**config.mk**
```make
export PLATFORM = sky130hd
export DESIGN_NAME = cdc_tx_arbiter
export DESIGN_NICKNAME = d
export VERILOG_FILES = /design/src/rtl/cdc_pkg.sv /design/src/rtl/bit_sync.sv /design/src/rtl/cdc_tx_arbiter.sv
export SDC_FILE = /design/constraint.sdc
export NUM_CORES = 1
export LEC_CHECK = 0
export BUFFER_PORTS_ARGS = -buffer_cell sky130_fd_sc_hd__buf_4
export CAP_MARGIN = 20
export CORE_MARGIN = 1
export CORE_UTILIZATION = 48
export CTS_BUF_LIST = sky130_fd_sc_hd__clkbuf_8
export CTS_CLUSTER_SIZE = 25
export DETAILED_ROUTE_END_ITERATION = 7
export PLACE_DENSITY = 0.79
export SYNTH_ARGS = -nofsm -noshare
export SYNTH_HDL_FRONTEND = slang
export SYNTH_SLANG_ARGS = --single-unit
```
**constraint.sdc**
```tcl
create_clock -name CLK -period 1.5 [get_ports CLK]
set_input_delay 0.3 -clock CLK [delete_from_list [all_inputs] [get_ports CLK]]
set_output_delay 0.3 -clock CLK [all_outputs]
set_load 0.03 [all_outputs]
```
**src/rtl/cdc_pkg.sv**
```systemverilog
// cdc_pkg: state encoding and defaults shared by the crossing-bus arbiter
package cdc_pkg;
  localparam logic [1:0] ST_IDLE    = 2'd0;
  localparam logic [1:0] ST_SEND    = 2'd1;
  localparam logic [1:0] ST_RELEASE = 2'd2;
  localparam logic [1:0] ST_RECOVER = 2'd3;
  localparam int TIMEOUT_DEF = 64;
endpackage

```
**src/rtl/bit_sync.sv**
```systemverilog
// bit_sync: multi-stage flop chain bringing asynchronous bits into the CLK domain
module bit_sync #(
  parameter int STAGES_NUM = 2,
  parameter int WIDTH = 1
) (
  input  logic             CLK,
  input  logic             RST,
  input  logic [WIDTH-1:0] d,
  output logic [WIDTH-1:0] q
);
  logic [STAGES_NUM-1:0][WIDTH-1:0] sr;
  always_ff @(posedge CLK or negedge RST)
    if (!RST) sr <= '0;
    else sr <= {sr[STAGES_NUM-2:0], d};
  assign q = sr[STAGES_NUM-1];
endmodule

```
**src/rtl/cdc_tx_arbiter.sv**
```systemverilog
// cdc_tx_arbiter: round-robin arbiter sending one payload at a time over a four-phase crossing bus
module cdc_tx_arbiter
  import cdc_pkg::*;
#(
  parameter int NUM_REQ = 4,
  parameter int BUS_WIDTH = 8,
  parameter int STAGES_NUM = 2,
  parameter int TIMEOUT = TIMEOUT_DEF
) (
  input  logic                         CLK,
  input  logic                         RST,
  input  logic [NUM_REQ-1:0]           req,
  input  logic [NUM_REQ*BUS_WIDTH-1:0] req_data,
  input  logic                         ack_async,
  output logic [BUS_WIDTH-1:0]         async_bus,
  output logic                         async_bus_en,
  output logic [NUM_REQ-1:0]           done,
  output logic [NUM_REQ-1:0]           err,
  output logic                         busy
);
  localparam int IW = $clog2(NUM_REQ);
  logic [1:0] state;
  logic [IW-1:0] ptr, win, sel, nxt_ptr;
  logic [NUM_REQ-1:0] win_oh;
  logic [9:0] cnt;
  logic sel_v, ack_s, tmo;
  bit_sync #(.STAGES_NUM(STAGES_NUM), .WIDTH(1)) u_ack_sync (
    .CLK(CLK),
    .RST(RST),
    .d(ack_async),
    .q(ack_s)
  );
  // scan downward so the requester closest above ptr is the last, winning assignment
  always_comb begin
    sel_v = 1'b0;
    sel = '0;
    for (int k = NUM_REQ - 1; k >= 0; k--)
      if (req[(int'(ptr) + k) % NUM_REQ]) begin
        sel_v = 1'b1;
        sel = IW'((int'(ptr) + k) % NUM_REQ);
      end
  end
  assign nxt_ptr = (int'(win) == NUM_REQ - 1) ? '0 : win + 1'b1;
  assign win_oh = NUM_REQ'(1) << win;
  assign tmo = cnt == 10'(TIMEOUT - 1);
  assign busy = state != ST_IDLE;
  always_ff @(posedge CLK or negedge RST)
    if (!RST) begin
      state <= ST_IDLE;
      ptr <= '0;
      win <= '0;
      cnt <= '0;
      async_bus <= '0;
      async_bus_en <= 1'b0;
      done <= '0;
      err <= '0;
    end else begin
      done <= '0;
      err <= '0;
      cnt <= (state == ST_SEND || state == ST_RELEASE) ? cnt + 1'b1 : '0;
      case (state)
        ST_IDLE:
          if (sel_v && !ack_s) begin
            async_bus <= req_data[sel*BUS_WIDTH +: BUS_WIDTH];
            async_bus_en <= 1'b1;
            win <= sel;
            cnt <= '0;
            state <= ST_SEND;
          end
        ST_SEND:
          if (ack_s) begin
            async_bus_en <= 1'b0;
            cnt <= '0;
            state <= ST_RELEASE;
          end else if (tmo) begin
            async_bus_en <= 1'b0;
            err <= win_oh;
            ptr <= nxt_ptr;
            cnt <= '0;
            state <= ST_RECOVER;
          end
        ST_RELEASE:
          if (!ack_s) begin
            done <= win_oh;
            ptr <= nxt_ptr;
            cnt <= '0;
            state <= ST_IDLE;
          end else if (tmo) begin
            err <= win_oh;
            ptr <= nxt_ptr;
            cnt <= '0;
            state <= ST_RECOVER;
          end
        default:
          if (!ack_s) state <= ST_IDLE;
      endcase
    end
endmodule

```
==> results.md <==
- Data required time at the worst endpoint: 1670 ps
- # Max-Cap Violations: 0
- Clock group share of total power: around 15%
- Cell with the largest stage delay on the worst path: sky130_fd_sc_hd__dfrtp_1
- CTS H-tree lvls: 2
- Number of antenna diodes: 0
- Total via count in the routed design: around 1600
- Vert. Die Dim: approximately 64 um
- Yosys synthesis warning count: 0
- Power per unit of standard cell area: roughly 1600 nW/um2
- Total global routing overflow: 0
- Share of layout cells above drive strength 1: roughly 43%
- Per-cell via count in the routed design: ~5
- Num Clock Sinks: 35
- Deepest clock path buffer count: 2
- Hpwl dp: ~3.0 mm
- Clk root buf: sky130_fd_sc_hd__clkbuf_8
- Number of nets with antenna violations after routing: 0
- Clock network latency to the later pin of the worst-skew pair: between 200 and 300 ps
- Mean cell area of the mapped netlist: roughly 11 um2
- Violated checks: setup timing
- Type of element capturing the critical path: flip-flop
- # rows: 22
- Cell area after placement: ~2500 um2
- Final Hold Violating Endpoints: 0
- Number of register bits inferred by synthesis: 35
- Number of instances in the synthesized netlist: between 150 and 200
- Number of remaining DRC errors: 0
- Worst setup slack after layout: -113 ps
- Slowest cell delay on critical path: around 390 ps
- Fin Clk Skew: about 2.9 ps
- Share of power burned in combinational logic: roughly 54%
- Total wire length after detailed routing: about 4.3 mm
- Synth-to-Final Area Change: 47.0%
- Transition time at the pin with the least slew margin: 427 ps
- Critical-path cell list: nor4_2 -> and4_4 -> nand2_1 -> a21o_1 -> mux2_2
- Portion of the post-synthesis area used by sequential elements: 47.8%
- Die W: ~64 um
- Total power after layout: between 4 and 5 mW
- Number of placed instances, taps included: 298
- Final setup violation count: 26
- Count of different cell masters after synthesis: 32
- Cell type group with the largest total delay on the critical path: simple AND/OR/NAND/NOR gates
- Die area: between 4000 and 5000 um2
- Switching component of the power: around 1.7 mW
- Maximum clock rate: approximately 620 MHz
- Initial Util: 50.1%
- IR drop worst, VDD: between 0.0009 and 0.001 V
- Final core utilization: 73.6%
- Max_slew headroom: approximately 72%
- Overall global routing resource usage: between 20 and 25%
- Fillcell total: between 200 and 300
- Type of element launching the critical path: flip-flop
- Worst hold path type: in -> reg
- Average wire per cell in the routed design: 13.8 um
- Vias in the first global route: 1630
- Post-route design area: around 2700 um2
- Max FO, Critical Path: 4
- Internal power: between 2 and 3 mW
- Violation count after the first detailed-routing iteration: 55
- Clock tree from TritonCTS: built
- Switching Fraction: between 30% and 40%
- Buffers added on ports: 56
- Number of buffer and inverter instances along the worst setup path: 0
- Maximum number of pins on one net before global-route repair: 36
- Minimum period implied by the final worst setup slack: between 1500 and 2000 ps
- Global placement routability congestion: approximately 0.85
- Fraction of power consumed by sequential logic: 31.1%
- Setup repair after global routing missed its margin: true
- Worst setup path category: reg -> reg
- Total standard cell area after synthesis: approximately 1800 um2
- Worst setup slack after placement: -152 ps
- Leakage power summed over all cells: 1.38 nW
- First-pass GRT wire length: ~7 mm
- Critical Path AT: approximately 1800 ps
- Number of max-slew violations in the final report: 0
- Number of top-level pins: 57
- Worst-path clk slew: approximately 70 ps
- Total iterations of the first detailed-routing run: 4
- Number of antenna violations at the first check in global routing: 0
- Final clock period utilization by the worst path: 108%
- # nets final: between 300 and 400
- Run status: finished with violations
- Post-Syn Nets: 221
- Number of buffers created by CTS: 5
- Final instance count without filler cells: approximately 310
- Core region area: 3660 um2
[registers in the layout, summed over array words and instances, names as in the netlist]
register       count
done               4
win                2
u_ack_sync.sr      1
u_ack_sync.q       1
cnt               10
state              2
err                4
async_bus          8
ptr                2
async_bus_en       1
[what timing repair did]
action                                  CTS  global route
endpoints found under the setup margin   27            29
hold buffers                              1             0
endpoints found under the hold margin    35             0
gates resized for setup                  15            10
setup buffers                             1             1
pin swaps                                 2             5
[placed cells by master (no fill, tap or decap), types with 2 or more instances in the layout]
cell type / n
sky130_fd_sc_hd__and3_1: 2
sky130_fd_sc_hd__a21o_1: 2
sky130_fd_sc_hd__and3_4: 2
sky130_fd_sc_hd__mux2_2: 2
sky130_fd_sc_hd__xor2_1: 4
sky130_fd_sc_hd__nand3_1: 2
sky130_fd_sc_hd__ha_1: 6
sky130_fd_sc_hd__buf_6: 4
sky130_fd_sc_hd__mux2i_1: 16
sky130_fd_sc_hd__inv_2: 3
sky130_fd_sc_hd__nand2_1: 17
sky130_fd_sc_hd__buf_4: 80
sky130_fd_sc_hd__ha_2: 2
sky130_fd_sc_hd__xnor2_1: 4
sky130_fd_sc_hd__a21oi_1: 4
sky130_fd_sc_hd__dfrtp_1: 35
sky130_fd_sc_hd__a211o_1: 2
sky130_fd_sc_hd__inv_1: 7
sky130_fd_sc_hd__clkbuf_8: 5
sky130_fd_sc_hd__o221ai_1: 5
sky130_fd_sc_hd__o221ai_2: 3
sky130_fd_sc_hd__nor2_1: 15
sky130_fd_sc_hd__o21ai_0: 5
sky130_fd_sc_hd__and2_1: 10
sky130_fd_sc_hd__nand2b_1: 2
[worst register-to-register path, stage by stage, from the launching register on]
cell,delay [ps]
sky130_fd_sc_hd__dfrtp_1,390
sky130_fd_sc_hd__nor4_2,300
sky130_fd_sc_hd__and4_4,310
sky130_fd_sc_hd__nand2_1,60
sky130_fd_sc_hd__a21o_1,170
sky130_fd_sc_hd__mux2_2,270
[final timing paths]
path / cells after the start / slack, ps / startpoint / end
max: 5 / -110 / cnt[9] / ptr[0]
min: 1 / 120 / ack_async / u_ack_sync.sr[0]
max reg2reg: 5 / -110 / cnt[9] / ptr[0]
min reg2reg: 0 / 350 / u_ack_sync.sr[0] / u_ack_sync.q
max in group asynchronous: 2 / 700 / RST / state[1]
min in group asynchronous: 2 / 500 / RST / cnt[8]
[cell families after synthesis]
group / after synthesis / share of synthesized area, %
AO/OA/AOI/OAI: 29 / 11.8
multiplexers: 19 / 10.5
flip-flops: 35 / 47.8
buffers and inverters: 14 / 4.03
adder cells (fa/ha/maj): 9 / 6.14
AND/OR/NAND/NOR: 59 / 15.9
XOR/XNOR: 8 / 3.82
[cells in the mapped netlist (all sizes together)]
cell type / n / area [um2]
inv: 8 / 30.0
o221ai: 8 / 70.1
ha: 9 / 113
xnor2: 4 / 35.0
a22oi: 1 / 7.51
or2: 1 / 6.26
a211o: 2 / 17.5
nor3b: 1 / 7.51
o21a: 1 / 7.51
buf: 5 / 40.0
nor2: 15 / 56.3
nand2: 17 / 63.8
mux2i: 17 / 170
xor2: 4 / 35.0
clkbuf: 1 / 3.75
nand2b: 2 / 12.5
nor4: 2 / 12.5
mux2: 2 / 22.5
and3: 4 / 25.0
dfrtp: 35 / 876
nor2b: 2 / 12.5
o21ai: 7 / 35.0
a21oi: 5 / 25.0
nand3: 3 / 15.0
a21o: 2 / 15.0
and2: 10 / 62.6
o21bai: 1 / 7.51
and4: 2 / 17.5
o32a: 1 / 10.0
o31ai: 1 / 21.3
[power groups by stage]
stage	clock [mW]	sequential (mW)	combinational [mW]
floorplan	0	1.55	1.07
global placement	0	1.35	2.00
detailed placement	0	1.35	2.06
CTS	0.640	1.35	2.24
global route	0.686	1.38	2.56
finish	0.634	1.35	2.37
[routing by layer]
metal / vias to the layer above / track usage, % / wire [um]
li1: 771 / - / -
met1: 751 / 25.9 / 1720
met2: 56 / 40.4 / 2260
met3: 9 / 4.82 / 209
met4: 0 / 10.2 / 76
met5: - / 0 / 0
[cell type report]
class	count	area, um2	share of cell area, %
multi-input cells	124	972	36.1
well taps	48	60.1	2.23
flip-flops and latches	35	876	32.5
repair buffers	86	676	25.1
clock buffers	5	68.8	2.55
clock inverters	3	12.5	0.464
inverters	8	30.0	1.11
[through the flow]
step / setup TNS, ps / hold slack (ps)
after floorplan: -197 / 4.41
after global placement: -2170 / 271
after detailed placement: -2530 / 274
after CTS: -777 / 120
after global routing: -3790 / 119
final: -1470 / 124
Power figures use the tool's default switching activity.
